**src/rtl/boton_contador.sv**
```systemverilog
// ----------------------------------------------------------------------------
// boton_contador
//
// Inward path for the icestick: counts debounced presses of an external
// push-button and shows the count on the 5 leds.
//
//   btn -> 2-FF synchroniser -> debounce FSM (+ 20-bit timer) -> 5-bit count
//
// Optional feature (compile-time macro BOTON_AUTOREPEAT_EN):
//   while the button stays pressed, the count also advances once every
//   REP_CYCLES clocks, using a 23-bit repeat timer. With the macro undefined
//   the repeat logic is absent and each press counts exactly once.
//
// Parameters:
//   DEB_CYCLES  debounce time in clk cycles (2 .. 2^20-1)
//   REP_CYCLES  auto-repeat interval in clk cycles (2 .. 2^23-1)
//
// Ports:
//   clk   in   system clock
//   rstn  in   synchronous active-low reset
//   btn   in   raw push-button, active-high, asynchronous, may bounce
//   leds  out  current press count (registered)
//   tic   out  one-cycle strobe, high together with each new leds value
// ----------------------------------------------------------------------------
module boton_contador #(
  parameter int unsigned DEB_CYCLES = 120000,
  parameter int unsigned REP_CYCLES = 6000000
) (
  input  logic       clk,
  input  logic       rstn,
  input  logic       btn,
  output logic [4:0] leds,
  output logic       tic
);

  // Debounce FSM encoding
  localparam logic [1:0] IDLE      = 2'd0;
  localparam logic [1:0] DEB_PRESS = 2'd1;
  localparam logic [1:0] PRESSED   = 2'd2;
  localparam logic [1:0] DEB_REL   = 2'd3;

  // Terminal value of the debounce timer
  localparam logic [19:0] DEB_LAST = 20'(DEB_CYCLES - 32'd1);

  // Reject parameter values the timers cannot represent
  if ((DEB_CYCLES < 32'd2) || (DEB_CYCLES > 32'd1048575)) begin : g_bad_deb
    $error("boton_contador: DEB_CYCLES out of range 2..2^20-1");
  end
  if ((REP_CYCLES < 32'd2) || (REP_CYCLES > 32'd8388607)) begin : g_bad_rep
    $error("boton_contador: REP_CYCLES out of range 2..2^23-1");
  end

  logic        s1_r;
  logic        btn_s_r;
  logic [1:0]  state_r;
  logic [1:0]  state_s;
  logic [19:0] timer_r;
  logic [19:0] timer_s;
  logic [4:0]  count_r;
  logic [4:0]  count_s;
  logic        tic_r;
  logic        tic_s;

`ifdef BOTON_AUTOREPEAT_EN
  // Terminal value of the repeat timer
  localparam logic [22:0] REP_LAST = 23'(REP_CYCLES - 32'd1);

  logic [22:0] rep_r;
  logic [22:0] rep_s;
`endif

  // Two-flop synchroniser bringing the raw button into the clk domain
  always_ff @(posedge clk) begin
    if (!rstn) begin
      s1_r    <= 1'b0;
      btn_s_r <= 1'b0;
    end else begin
      s1_r    <= btn;
      btn_s_r <= s1_r;
    end
  end

  // Debounce FSM next-state, timer and counter logic
  always_comb begin
    state_s = state_r;
    timer_s = timer_r;
    count_s = count_r;
    tic_s   = 1'b0;
`ifdef BOTON_AUTOREPEAT_EN
    // Repeat timer is zero everywhere outside PRESSED
    rep_s   = 23'd0;
`endif
    case (state_r)
      IDLE: begin
        if (btn_s_r) begin
          state_s = DEB_PRESS;
          timer_s = 20'd0;
        end else begin
          timer_s = 20'd0;
        end
      end

      DEB_PRESS: begin
        if (!btn_s_r) begin
          // Glitch: abort the press without counting
          state_s = IDLE;
          timer_s = 20'd0;
        end else if (timer_r == DEB_LAST) begin
          state_s = PRESSED;
          timer_s = 20'd0;
          count_s = count_r + 5'd1;  // wraps 31 -> 0
          tic_s   = 1'b1;
        end else begin
          timer_s = timer_r + 20'd1;
        end
      end

      PRESSED: begin
        if (!btn_s_r) begin
          state_s = DEB_REL;
          timer_s = 20'd0;
        end else begin
`ifdef BOTON_AUTOREPEAT_EN
          if (rep_r == REP_LAST) begin
            count_s = count_r + 5'd1;
            tic_s   = 1'b1;
            rep_s   = 23'd0;
          end else begin
            rep_s   = rep_r + 23'd1;
          end
`else
          timer_s = 20'd0;
`endif
        end
      end

      DEB_REL: begin
        if (btn_s_r) begin
          // Release bounce: go back to PRESSED without counting again;
          // the repeat timer (if present) restarts from zero.
          state_s = PRESSED;
          timer_s = 20'd0;
        end else if (timer_r == DEB_LAST) begin
          state_s = IDLE;
          timer_s = 20'd0;
        end else begin
          timer_s = timer_r + 20'd1;
        end
      end

      default: begin
        state_s = IDLE;
        timer_s = 20'd0;
      end
    endcase
  end

  // FSM, timer, counter and strobe registers
  always_ff @(posedge clk) begin
    if (!rstn) begin
      state_r <= IDLE;
      timer_r <= 20'd0;
      count_r <= 5'd0;
      tic_r   <= 1'b0;
    end else begin
      state_r <= state_s;
      timer_r <= timer_s;
      count_r <= count_s;
      tic_r   <= tic_s;
    end
  end

`ifdef BOTON_AUTOREPEAT_EN
  // Auto-repeat timer register
  always_ff @(posedge clk) begin
    if (!rstn) begin
      rep_r <= 23'd0;
    end else begin
      rep_r <= rep_s;
    end
  end
`endif

  // Outputs come straight from registers
  assign leds = count_r;
  assign tic  = tic_r;

endmodule

```
**config.mk**
```make
export PLATFORM = sky130hd
export DESIGN_NAME = boton_contador
export DESIGN_NICKNAME = d
export VERILOG_FILES = /design/src/rtl/boton_contador.sv
export SDC_FILE = /design/constraint.sdc
export NUM_CORES = 1
export LEC_CHECK = 0
export CORE_MARGIN = 8
export CORE_UTILIZATION = 55
export DETAILED_ROUTE_END_ITERATION = 8
export DONT_BUFFER_PORTS = 1
export HOLD_SLACK_MARGIN = 0.03
export PLACE_DENSITY = 0.67
export SYNTH_ARGS = -nofsm -noshare
export SYNTH_HDL_FRONTEND = slang
export SYNTH_SLANG_ARGS = --single-unit
```
**constraint.sdc**
```tcl
create_clock -name clk -period 4.15 [get_ports clk]
set_clock_uncertainty 0.05 [all_clocks]
set_input_delay 0.83 -clock clk [delete_from_list [all_inputs] [get_ports clk]]
set_output_delay 0.83 -clock clk [all_outputs]
set_load 0.01 [all_outputs]
```
==> key figures <==
Synth
  • Number of instances in the synthesized netlist: 153
  • Async S/R FF share, synth: 0%
  • Number of enable-type register cells in the synthesized netlist: 0
  • Cell area after synthesis: 1340 um2
  • Cell type with the highest aggregate area in the netlist: sky130_fd_sc_hd__dfxtp_1
  • Net count after synthesis: 158
  • List of most frequent post-synthesis cells: 30 x sky130_fd_sc_hd__dfxtp_1, 17 x sky130_fd_sc_hd__nor2_1
  • Dominant cell by count in the synthesized netlist: sky130_fd_sc_hd__dfxtp_1
  • Syn avg cell area: 8.73 um2
  • Leading cell types by total area after synthesis: sky130_fd_sc_hd__dfxtp_1 45%, sky130_fd_sc_hd__or4_1 5.6%, sky130_fd_sc_hd__xor2_1 5.2%
  • Synthesized flop and latch total: 30
  • Distinct cells, synth: 29
  • Sequential share of the synthesized area: 45.0%
  • Area share of the largest cell type after synthesis: 45.0%
  • Count of warnings emitted by yosys: 0
  • Top_reg_cell synth: sky130_fd_sc_hd__dfxtp_1

Worst hold path
  • Number of cells on the worst hold path: 1
  • Hold EP: btn_s_r
  • Start point of the worst hold path: s1_r
  • Worst min-delay path class: flip-flop to flip-flop

STA
  • Final Hold Viols: 0
  • Sum of negative setup slack: 0 ns
  • Actual transition at the worst max-transition pin: 0.712 ns
  • Final setup fails: 0
  • Final critical-path share of the clock period: 57.6%
  • Final-report max-slew violation count: 0
  • Smallest hold slack: 0.394 ns
  • Maximum clock rate: 418 MHz
  • Setup repair after global routing missed its margin: no
  • Time the worst path needs with I/O delays and setup: 2.39 ns
  • Tightest slew margin relative to the limit: 52.5%

Detailed routing
  • Vias after detailed routing: 1081
  • Post-route met1 wirelength: 1.15 mm
  • Detailed-route DRC error count: 0
  • Remaining antenna violation count: 0
  • Met2 WL post-DR: 1.20 mm
  • Wire length after detailed routing: 2.55 mm
  • Average wire per cell in the routed design: 13.9 um
  • Detailed Routing Iterations Pass 1: 4
  • Starting DRC count in detailed routing: 71
  • Detailed-route vias per instance: 5.91
  • Uppermost metal layer occupied by signal nets: met4
  • Routed wl met3: 146 um

Cells and area
  • Filler cell count in the final layout: 230
  • Area used by multi-input combinational logic: 676 um2
  • Net count of the finished layout: 158
  • Layout cells sized above 1: 3.92%
  • Area growth from synthesis to final layout: 3.75%
  • Final cell utilization of the core: 58.0%
  • Inserted Diodes: 0
  • Sequential cell area in the final layout: 601 um2

Power and ir drop
  • Worst IR drop on VDD: 0.234 mV
  • Power density of the placed cells: 324 nW/um2
  • Cell leakage power: 0.414 nW

Setup path
  • Crit end category: flip-flop
  • Worst flop-to-flop path startpoint: timer_r[13]
  • Reg-to-reg setup timing slack: 1.76 ns
  • Crit path required time: 4.29 ns
  • CP arrival: 2.53 ns
  • Setup Crit Path Kind: flip-flop to flip-flop
  • Maximum net fanout on the critical path: 18
  • Worst Reg2Reg Path Length in Cells: 4
  • Endpoint of the most critical register-to-register path: timer_r[7]
  • Worst setup SP type: flip-flop

Place
  • Detail Placement HPWL: 1.80 mm
  • Final Wtd Congestion: 0.755
  • Port Buffer Count: 0

GRT
  • Overall global routing resource usage: 13.2%
  • Vias in the first global route: 1019
  • Largest net degree at the start of global routing: 19
  • Antenna violations before repair: 0
  • Wire length of the first global-routing pass: 4.31 mm
  • Total grt overflow: 0

CTS
  • Clk Latency, worst-skew pair: 0.32 ns
  • Number of buffers on the longest clock path: 2
  • Clock tree from TritonCTS: yes
  • Root Buffer Master: sky130_fd_sc_hd__clkbuf_4
  • Resized Gates After CTS: 0
  • Postcts setup bufs: 0
  • Number of H-tree levels: 2
  • Clock net sink count: 30
  • Count of hold-fix buffers inserted at cts: 0
  • Total CTS buffers: 5
  • Clk pin slew, worst setup/hold paths: 0.09 ns

Die
  • Initial Utilization: 55.9%
  • Number of top-level pins: 9
  • Die span in y: 65.3 um
  • Count of standard-cell rows: 18
  • Horiz. Die Dim: 65.3 um
  • Floorplan die area: 4260 um2
  • Core ar.: 2390 um2

Job
  • Max-cap violations: 0

Run status
  • Outcome: finished clean
[power breakdown]
part | internal (W) | leakage [nW] | switching, W
sequential | 0.000289 | 0.242 | 0.000000690
combinational | 0.00000116 | 0.146 | 0.00000195
clock | 0.0000637 | 0.0254 | 0.0000923
[sequential cells by signal, summed over array words and instances, names as in the netlist, named ones only]
name	count
btn_s_r	1
leds	5
s1_r	1
state_r	1
tic	1
timer_r	20
[layout by cell type (no fill, tap or decap)]
cell type                  instances
sky130_fd_sc_hd__nor2_1           17
sky130_fd_sc_hd__or4_1            10
sky130_fd_sc_hd__or3_1             3
sky130_fd_sc_hd__and4_1            3
sky130_fd_sc_hd__inv_1             7
sky130_fd_sc_hd__clkbuf_4          5
sky130_fd_sc_hd__nor4bb_1          1
sky130_fd_sc_hd__o21a_1            2
sky130_fd_sc_hd__dfxtp_1          30
sky130_fd_sc_hd__o21bai_2          1
sky130_fd_sc_hd__a21oi_1          10
sky130_fd_sc_hd__nor4b_1           1
sky130_fd_sc_hd__and2_1            2
sky130_fd_sc_hd__nand4b_1          1
sky130_fd_sc_hd__o31ai_1           8
sky130_fd_sc_hd__clkbuf_1          2
sky130_fd_sc_hd__nand3_1          10
sky130_fd_sc_hd__ha_1              2
sky130_fd_sc_hd__nor3_1            4
sky130_fd_sc_hd__o21ai_0           2
sky130_fd_sc_hd__nor2b_1           1
sky130_fd_sc_hd__xnor2_1           6
sky130_fd_sc_hd__nand2_1          10
sky130_fd_sc_hd__nor4_1            1
sky130_fd_sc_hd__and3_1            2
sky130_fd_sc_hd__xor2_1            8
sky130_fd_sc_hd__nand4_1           4
[through the flow]
| step | setup slack (ns) | total power (W) | cell area (um2) | cells |
|---|---|---|---|---|
| 2_1_floorplan | 2.16 | 0.000299 | 1340 | 153 |
| 3_3_place_gp | 1.84 | 0.000299 | 1340 | 176 |
| 3_5_place_dp | 1.74 | 0.000299 | 1340 | 176 |
| 4_1_cts | 1.72 | 0.000456 | 1390 | 183 |
| 5_1_grt | 1.61 | 0.000473 | 1390 | 183 |
| 6_report | 1.76 | 0.000449 | 1390 | 183 |
[routing by layer]
layer  vias to the layer above  track usage, %
li1                        548               -
met1                       509            13.8
met2                        19            20.7
met3                         5            6.46
met4                         0            8.72
met5                         -               0
[worst max-delay path by stage]
stage	from	end	slack, ns	depth (start not counted)
2_1_floorplan	timer_r[13]	leds[3]	2.16	5
3_3_place_gp	timer_r[13]	timer_r[8]	1.84	4
3_5_place_dp	timer_r[13]	timer_r[7]	1.74	4
4_1_cts	timer_r[13]	timer_r[7]	1.72	4
5_1_grt	timer_r[13]	timer_r[7]	1.61	4
6_report	timer_r[13]	timer_r[7]	1.76	4
[final cells by class]
type	count	area share, %
sequential	30	43.4
tap	30	2.71
multi-input combinational	109	48.8
inverter	7	1.90
clock buffer	7	3.25
[critical path, cell delays in order (launching register included)]
cell	delay, ns
sky130_fd_sc_hd__dfxtp_1	0.35
sky130_fd_sc_hd__or3_1	0.37
sky130_fd_sc_hd__or4_1	0.70
sky130_fd_sc_hd__o21bai_2	0.65
sky130_fd_sc_hd__nor2_1	0.13
[kinds of logic (layout without fill, tap and decap cells)]
kind of cell,after synthesis,count (layout),share of synthesized area [%]
and+or+nand+nor,70,70,28.6
DFF,30,30,45.0
AOI/OAI and AO/OA,23,23,11.0
xor gates and xnor gates,14,14,9.18
buffers and inverters,14,14,4.40
adders and majority gates,2,2,1.87
Power figures use the tool's default switching activity.
